==> src/rtl/sprite_fb_blitter_if.sv <==
// sprite_fb_blitter_if: blit command/status, sprite ROM read port and frame-buffer write port
interface sprite_fb_blitter_if #(parameter int IDX_W = 3);
    logic             start;
    logic [9:0]       pos_x;
    logic [9:0]       pos_y;
    logic             flip_x;
    logic             busy;
    logic             done;
    logic [13:0]      rom_address;
    logic [IDX_W-1:0] rom_q;
    logic             fb_we;
    logic [16:0]      fb_addr;
    logic [IDX_W-1:0] fb_data;

    modport master (
        input  start, pos_x, pos_y, flip_x, rom_q,
        output busy, done, rom_address, fb_we, fb_addr, fb_data
    );

    modport slave (
        output start, pos_x, pos_y, flip_x, rom_q,
        input  busy, done, rom_address, fb_we, fb_addr, fb_data
    );
endinterface

==> src/rtl/sprite_fb_blitter.sv <==
// sprite_fb_blitter: copies a palettized sprite ROM into the indexed frame buffer, one pixel per clock,
// skipping transparent pixels and clipping off-screen ones, with optional horizontal mirroring.
module sprite_fb_blitter #(
    parameter int SPR_W      = 54,
    parameter int SPR_H      = 160,
    parameter int FB_W       = 320,
    parameter int FB_H       = 240,
    parameter int IDX_W      = 3,
    parameter int TRANSP_IDX = 0
) (
    input logic                  vga_clk,
    input logic                  reset_n,
    sprite_fb_blitter_if.master  bus
);
    localparam int XW = $clog2(SPR_W);
    localparam int YW = $clog2(SPR_H);

    typedef enum logic [1:0] {IDLE, RUN, DRAIN, DONE} state_t;

    state_t        state, state_nx;
    logic [XW-1:0] sx, nsx;
    logic [YW-1:0] sy, nsy;
    logic [9:0]    px, py;
    logic          flip, nflip, drn, last, v1, wr;
    logic [10:0]   fx1, fy1;
    logic [13:0]   addr_nx;

    assign last     = sx == XW'(SPR_W-1) && sy == YW'(SPR_H-1);
    assign bus.busy = state == RUN || state == DRAIN;
    assign bus.done = state == DONE;
    // fx1/fy1 belong to the pixel whose ROM data is on rom_q this cycle
    assign wr = v1 && bus.rom_q != IDX_W'(TRANSP_IDX) && fx1 < 11'(FB_W) && fy1 < 11'(FB_H);

    always_ff @(posedge vga_clk or negedge reset_n) begin
        if (!reset_n) state <= IDLE;
        else          state <= state_nx;
    end

    always_comb begin
        state_nx = state;
        unique case (state)
            IDLE:    state_nx = bus.start ? RUN : IDLE;
            RUN:     state_nx = last ? DRAIN : RUN;
            DRAIN:   state_nx = drn ? DONE : DRAIN;
            default: state_nx = IDLE;
        endcase
        nsx     = (state != RUN || sx == XW'(SPR_W-1)) ? '0 : sx + XW'(1);
        nsy     = state != RUN ? '0 : (sx == XW'(SPR_W-1) ? sy + YW'(1) : sy);
        nflip   = state == IDLE ? bus.flip_x : flip;
        addr_nx = 14'(int'(nsy) * SPR_W + (nflip ? SPR_W - 1 - int'(nsx) : int'(nsx)));
    end

    always_ff @(posedge vga_clk or negedge reset_n) begin
        if (!reset_n) begin
            sx              <= '0;
            sy              <= '0;
            px              <= '0;
            py              <= '0;
            flip            <= 1'b0;
            drn             <= 1'b0;
            v1              <= 1'b0;
            fx1             <= '0;
            fy1             <= '0;
            bus.rom_address <= '0;
            bus.fb_we       <= 1'b0;
            bus.fb_addr     <= '0;
            bus.fb_data     <= '0;
        end else begin
            if (state == IDLE && bus.start) begin
                px   <= bus.pos_x;
                py   <= bus.pos_y;
                flip <= bus.flip_x;
            end
            sx  <= nsx;
            sy  <= nsy;
            drn <= state == DRAIN && !drn;
            if (state_nx == RUN) bus.rom_address <= addr_nx;
            v1        <= state == RUN;
            fx1       <= 11'(px) + 11'(sx);
            fy1       <= 11'(py) + 11'(sy);
            bus.fb_we <= wr;
            // address formed at full width; bounds check guarantees it fits after truncation
            if (wr) begin
                bus.fb_addr <= 17'(21'(fy1) * 21'(FB_W) + 21'(fx1));
                bus.fb_data <= bus.rom_q;
            end
        end
    end
endmodule

==> src/flat_wrapper.sv <==
// flat-port wrapper written by rule: the top's interface ports become plain ports
module sprite_fb_blitter_flat 
#(
    parameter int SPR_W      = 54,
    parameter int SPR_H      = 160,
    parameter int FB_W       = 320,
    parameter int FB_H       = 240,
    parameter int IDX_W      = 3,
    parameter int TRANSP_IDX = 0
)
  (vga_clk, reset_n, bus_start, bus_pos_x, bus_pos_y, bus_flip_x, bus_rom_q, bus_busy, bus_done, bus_rom_address, bus_fb_we, bus_fb_addr, bus_fb_data);
  sprite_fb_blitter_if #(.IDX_W(IDX_W)) bus_i ();
  input logic vga_clk;
  input logic reset_n;
  input wire logic [$bits(bus_i.start)-1:0] bus_start;
  input wire logic [$bits(bus_i.pos_x)-1:0] bus_pos_x;
  input wire logic [$bits(bus_i.pos_y)-1:0] bus_pos_y;
  input wire logic [$bits(bus_i.flip_x)-1:0] bus_flip_x;
  input wire logic [$bits(bus_i.rom_q)-1:0] bus_rom_q;
  output wire logic [$bits(bus_i.busy)-1:0] bus_busy;
  output wire logic [$bits(bus_i.done)-1:0] bus_done;
  output wire logic [$bits(bus_i.rom_address)-1:0] bus_rom_address;
  output wire logic [$bits(bus_i.fb_we)-1:0] bus_fb_we;
  output wire logic [$bits(bus_i.fb_addr)-1:0] bus_fb_addr;
  output wire logic [$bits(bus_i.fb_data)-1:0] bus_fb_data;
  assign bus_i.start = bus_start;
  assign bus_i.pos_x = bus_pos_x;
  assign bus_i.pos_y = bus_pos_y;
  assign bus_i.flip_x = bus_flip_x;
  assign bus_i.rom_q = bus_rom_q;
  assign bus_busy = bus_i.busy;
  assign bus_done = bus_i.done;
  assign bus_rom_address = bus_i.rom_address;
  assign bus_fb_we = bus_i.fb_we;
  assign bus_fb_addr = bus_i.fb_addr;
  assign bus_fb_data = bus_i.fb_data;
  sprite_fb_blitter #(.SPR_W(SPR_W), .SPR_H(SPR_H), .FB_W(FB_W), .FB_H(FB_H), .IDX_W(IDX_W), .TRANSP_IDX(TRANSP_IDX)) u_core (.vga_clk(vga_clk), .reset_n(reset_n), .bus(bus_i));
endmodule
==> config.mk <==
export PLATFORM = sky130hd
export DESIGN_NAME = sprite_fb_blitter_flat
export DESIGN_NICKNAME = d
export VERILOG_FILES = /design/src/rtl/sprite_fb_blitter_if.sv /design/src/rtl/sprite_fb_blitter.sv /design/src/flat_wrapper.sv
export SDC_FILE = /design/constraint.sdc
export NUM_CORES = 1
export LEC_CHECK = 0
export CAP_MARGIN = 20
export CORE_MARGIN = 1.5
export CORE_UTILIZATION = 52
export CTS_CLUSTER_SIZE = 12
export DETAILED_ROUTE_END_ITERATION = 12
export PLACE_DENSITY = 0.77
export SLEW_MARGIN = 20
export SYNTH_ARGS = -nofsm -noshare
export SYNTH_HDL_FRONTEND = slang
export SYNTH_SLANG_ARGS = --single-unit
==> constraint.sdc <==
create_clock -name vga_clk -period 5.7 [get_ports vga_clk]
set_input_delay 0.57 -clock vga_clk [delete_from_list [all_inputs] [get_ports vga_clk]]
set_output_delay 0.57 -clock vga_clk [all_outputs]
set_load 0.01 [all_outputs]
* Word-level counts from Yosys, hierarchy flattened
Cells that the tools add are included.
** Word-level totals
- Register bits after elaboration :: 96
- Bits of input ports :: 27
- Output and inout port bits :: 37
- Logic and storage cells :: 52
** Cells by class
- Add/sub/neg operators :: 7
- $mul :: 2
- Magnitude comparators :: 2
- Eq/ne operators :: 7
- Mux-type cells :: 9
- Reductions and logical operators :: 11
** Operators with widths (count)
- adder 17 x 11 -> 17 bit :: 1
- 2-to-1 mux 8 bit :: 2
- adder 14 bit :: 1
- 2-to-1 mux 14 bit :: 1
- multiplier 8 x 5 -> 13 bit, second input constant :: 1
- adder 10 x 6 -> 11 bit :: 1
- adder 10 x 8 -> 11 bit :: 1
- less-than comparator 11 x 8 -> 1 bit, second input constant :: 1
- less-than comparator 11 x 9 -> 1 bit, second input constant :: 1
- multiplier 11 x 3 -> 11 bit, second input constant :: 1
- adder 8 x 1 -> 8 bit, second input constant :: 1
- == test 8 bit, second input constant :: 1
- subtractor 6 x 6 -> 7 bit, first input constant :: 1
- adder 6 x 1 -> 6 bit, second input constant :: 1
- == test 6 bit, second input constant :: 1
- logical AND 1 bit :: 6
- 2-to-1 mux 6 bit :: 1
- case mux 2 bit (3 select lines) :: 1
- == test 2 x 1 -> 1 bit, second input constant :: 2
- == test 2 bit, second input constant :: 2
- 2-to-1 mux 1 bit :: 3
- nonzero test 3 bit :: 1
- zero test 2 bit :: 1
- logical OR 1 bit :: 2
- other kinds (3) :: 3

* Logic depth before layout (Yosys ltp)
- Depth in word-level cells :: 6
- Depth in mapped cells :: 26
- Mapped depth without buffers :: 26

* Worst setup path before layout
Ideal clock, no wire load.
- Path kind :: reg2reg
- Start point :: register u_core.sx[1]
- End point :: register u_core.bus.rom_address[13]
- Data arrival time :: 5.322 ns
- Slack :: 0.253 ns
- Cell stages (with the launch flop) :: 25
- Period minus slack after synthesis :: 5.447 ns
- Cell sequence :: dfrtp_1 -> inv_1 -> ha_1 -> nand4_2 -> nor2_1 -> nand2_1 -> xnor2_1 -> and2_1 -> ha_1 -> fa_1 -> inv_1 -> fa_1 -> inv_1 -> ha_1 -> a21o_1 -> o21ai_0 -> nor2b_1 -> xnor2_1 -> ha_1 -> or2_2 -> o22a_1 -> o311a_1 -> o21ai_2 -> xnor3_1 -> mux2_2
** Between the ends
- Cells in the longest elaborated chain, start to end :: 6
- Elaborated cells on any way between the ends :: 14
- Those cells by class :: 3 x add/sub; 1 x mul; 2 x eq/ne; 6 x mux; 2 x reduce/logical
** Ends and longest elaborated chain
- from (decl) :: line sprite_fb_blitter.sv:21 : logic [XW-1:0] sx, nsx;
- from (signal assigned) :: line sprite_fb_blitter.sv:74 : sx <= nsx;
- branches (longest 6 deep; another with adder 14 bit)
- to (signal assigned) :: line sprite_fb_blitter.sv:77 : if (state_nx == RUN) bus.rom_address <= addr_nx;
- to (decl) :: line sprite_fb_blitter_if.sv:17 : output busy, done, rom_address, fb_we, fb_addr, fb_data
Several ways; the timed one is not identified.
A chain may end at the register's enable or synchronous reset.

* Worst setup path in the final report
- Start point :: register u_core.sx[1]
- End point :: register u_core.bus.rom_address[13]
** Between the ends
- Elaborated cells on any way between the ends :: 14
- Those cells by class :: 3 x add/sub; 1 x mul; 2 x eq/ne; 6 x mux; 2 x reduce/logical
** RTL lines
- == test 6 bit :: line sprite_fb_blitter.sv:48 : nsy = state != RUN ? '0 : (sx == XW'(SPR_W-1) ? sy + YW'(1) : sy);
- 2-to-1 mux 8 bit (2 in a row) :: line sprite_fb_blitter.sv:48
- named net u_core.nsy[3] :: line sprite_fb_blitter.sv:22 : logic [YW-1:0] sy, nsy;
- multiplier 8 x 5 -> 13 bit :: line sprite_fb_blitter.sv:50 : addr_nx = 14'(int'(nsy) * SPR_W + (nflip ? SPR_W - 1 - int'(nsx) : int'(nsx)));
- adder 14 bit :: line sprite_fb_blitter.sv:50
The timed path passes the listed nets, and every way through them passes these cells.

==> impl_metrics.env <==
export IMPL_dieArea_um2=12980
export IMPL_grt_max_degree=67
export IMPL_vias_per_cell=5.559
export IMPL_ys_ff_latch=96
export IMPL_routedWlPerCell_um=15.22
export IMPL_synth_top_family_by_area="adder cells"
export IMPL_p_leak_nw=3.854
export IMPL_netlist_instances=593
export IMPL_seq_area_frac_synth=0.3755
export IMPL_arrival_ns=5.68
export IMPL_dp_slack_ns=-0.05614
export IMPL_die_x_um=113.9
export IMPL_ys_types=62
export IMPL_clkSinkCount=96
export IMPL_synth_most_common_cell="dfrtp_1"
export IMPL_cp_end_kind="register"
export IMPL_outcome="finished, final reports clean"
export IMPL_h_tree_depth=3
export IMPL_timing_final_ws_setup_ns=0.2518
export IMPL_finish_cell_count_without_fillers=816
export IMPL_clk_latency_ns=0.35
export IMPL_cts_buffers=9
export IMPL_antenna_found_initial=0
export IMPL_fp_dieH_um=113.9
export IMPL_synth_simple_area_share=0.1033
export IMPL_drt_iter0_drc=177
export IMPL_timing_fmax_mhz=183.5
export IMPL_synth_xor_area_frac=0.09486
export IMPL_antenna_cells=0
export IMPL_grt_pass1_vias=4671
export IMPL_synth_common_cells="dfrtp_1, ha_1, inv_1, xnor2_1, mux2_2"
export IMPL_yosysWarnings=0
export IMPL_ctsLongestPathBuffers=2
export IMPL_num_io_pins=64
export IMPL_gr_total_overflow=0
export IMPL_ys_flop_type="dfrtp_1"
export IMPL_drtPass1Iterations=4
export IMPL_synthArstFlopShare=1.000
export IMPL_synth_edf_count=0
export IMPL_cap_violations=0
export IMPL_dr_total_vias=4536
export IMPL_initial_core_util=0.5326
export IMPL_path_clk_slew_ns=0.06
export IMPL_synthMuxAreaShare=0.07491
export IMPL_drt_wl_total_um=12420
export IMPL_postLayoutCellArea_um2=7592
export IMPL_fin_crit_ns=5.448
export IMPL_cts_tree="done"
export IMPL_synth_largest_area_cell="dfrtp_1"
export IMPL_setup_viol=0
export IMPL_startpoint_type="register"
export IMPL_synth_top_area_frac=0.3755
export IMPL_layout_drive_gt1_share=0.1360
export IMPL_skew_ns=0.007167
export IMPL_placed_cells=798
export IMPL_drtAntennaViolNets=0
export IMPL_rows=40
export IMPL_grt_use_total=0.2043
export IMPL_fin_setup_tns_ns=0
export IMPL_syn_area_per_cell_um2=10.79
export IMPL_clockRootBuffer="clkbuf_16"
export IMPL_p_per_area_nw_per_um2=174.8
export IMPL_place_area_um2=7193
export IMPL_maxSlewHeadroom=0.3383
export IMPL_path_class="register to register"
export IMPL_synth_fa_ha_area_frac=0.1999
export IMPL_synth_compound_area_share=0.1156
export IMPL_post_route_period_util=0.9558
export IMPL_synthTopCellsByArea="dfrtp_1, ha_1, mux2_2, xnor2_1, fa_1"
export IMPL_syn_area_um2=6397
export IMPL_hold_viol=0
export IMPL_drc=0
export IMPL_syn_num_nets=715
export IMPL_coreArea_um2=12010
export IMPL_worst_pin_slew_ns=0.9924
export IMPL_cp_max_fo=5
export IMPL_io_buffers=63
export IMPL_irDropWorstVdd_uv=108.8
export IMPL_grt_pass1_wl_um=21180
export IMPL_slew_viol_final=0
export IMPL_final_nets=787
export IMPL_r2r_cells=25
export IMPL_hp_class="input pin to async pin"
export IMPL_utilization=0.6321
export IMPL_area_growth_pct=18.68
export IMPL_gp_congestion=0.8430
export IMPL_dp_hpwl_um=9454
export IMPL_cp_required_ns=5.94
-- critical path, stage by stage, from the launching register on --
cell and delay, ns:
dfrtp_1 0.42, inv_2 0.09, ha_1 0.18, nand4_4 0.10, nor2_4 0.16, buf_4 0.16
nand4_1 0.11, xnor2_1 0.16, and2_2 0.25, ha_1 0.33, xor2_1 0.16, ha_1 0.28
inv_1 0.05, fa_1 0.49, inv_1 0.04, ha_1 0.33, o21ai_1 0.12, nor2b_1 0.17
xnor2_1 0.08, ha_1 0.23, or2_2 0.28, o22a_1 0.17, o311a_1 0.16, o21ai_2 0.15
xnor3_1 0.39, mux2_2 0.26
-- state kept, by name (all words and copies together), names as in the netlist, 2 cells and up --
signal                  flops
u_core.bus.fb_addr         17
u_core.bus.rom_address     14
u_core.fx1                 11
u_core.fy1                 11
u_core.px                  10
u_core.py                  10
u_core.sy                   8
u_core.sx                   6
u_core.bus.fb_data          3
u_core.state                2
-- final cells by class --
cell class | count | area (um2)
flip-flops and latches | 96 | 2404
inverters | 49 | 183.9
well taps | 147 | 183.9
fillers | 954 | 4419
clock buffers | 11 | 242.7
multi-input cells | 439 | 3852
clock inverters | 4 | 45.04
repair buffers | 70 | 680.7
-- placed cells by master, fill, tap and decap left out, types with 3 or more instances in the layout --
master,synthesis,layout
dfrtp_1,96,95
mux2_2,39,39
clkinv_2,0,3
xnor2_1,40,39
nor3_1,3,3
o21bai_1,9,9
mux2i_1,4,4
ha_1,83,80
and3_1,3,3
nor2_1,31,30
nand4_1,4,4
inv_1,49,48
clkdlybuf4s50_1,0,62
clkbuf_16,0,9
nor2b_1,7,6
a21oi_1,35,35
nand3_1,7,7
nand3b_1,3,3
o21ai_2,3,3
o21a_1,3,3
o21ai_1,2,5
nand2b_1,7,6
buf_4,0,8
nand2_1,30,30
xor2_1,21,21
fa_1,12,12
a21o_1,11,11
o21ai_0,30,27
-- per-layer routing --
| metal | GRT usage | vias to the layer above | routed length [um] |
|---|---|---|---|
| li1 | - | 2213 | - |
| met1 | 0.2504 | 2200 | 5293 |
| met2 | 0.3582 | 99 | 6407 |
| met3 | 0.03082 | 24 | 399 |
| met4 | 0.08917 | 0 | 320 |
| met5 | 0 | - | 0 |
-- worst paths after layout --
path	from	slack (ns)	endpoint
max	u_core.sx[1]	0.25	u_core.bus.rom_address[13]
min	reset_n	0.14	u_core.bus.fb_addr[14]
max reg2reg	u_core.sx[1]	0.25	u_core.bus.rom_address[13]
min reg2reg	u_core.drn	0.44	u_core.drn
max in group asynchronous	reset_n	4.38	u_core.sx[0]
min in group vga_clk	u_core.drn	0.44	u_core.drn
-- where the power goes --
part / total, W / switching, W / internal [W]
Clock: 0.000593 / 0.000246 / 0.000347
Sequential: 0.000686 / 0.00000152 / 0.000685
Combinational: 0.0000484 / 0.0000226 / 0.0000258
Total: 0.00133 / 0.000270 / 0.00106
-- metrics by stage --
stage / hold WS (ns) / total power [W]
after floorplan: 0.2744 / 0.0007080
after global placement: 0.4208 / 0.0007472
after detailed placement: 0.4218 / 0.0007487
after CTS: 0.1502 / 0.001345
after global routing: 0.1785 / 0.001371
final: 0.1437 / 0.001327
-- what timing repair did --
| item | CTS | global route |
|---|---|---|
| gates resized for setup | 2 | 20 |
| pin swaps | 0 | 9 |
| hold buffers | 0 | 0 |
| setup endpoints to repair | 1 | 4 |
| buffers inserted | 0 | 3 |
-- logic make-up after synthesis --
family	count (synthesis)
XOR/XNOR	64
flip-flops	96
adder cells (fa/ha/maj)	95
buffers and inverters	58
AO/OA/AOI/OAI	115
multiplexers	43
AND/OR/NAND/NOR	122
Note: power is estimated with default switching activity, not from simulation.
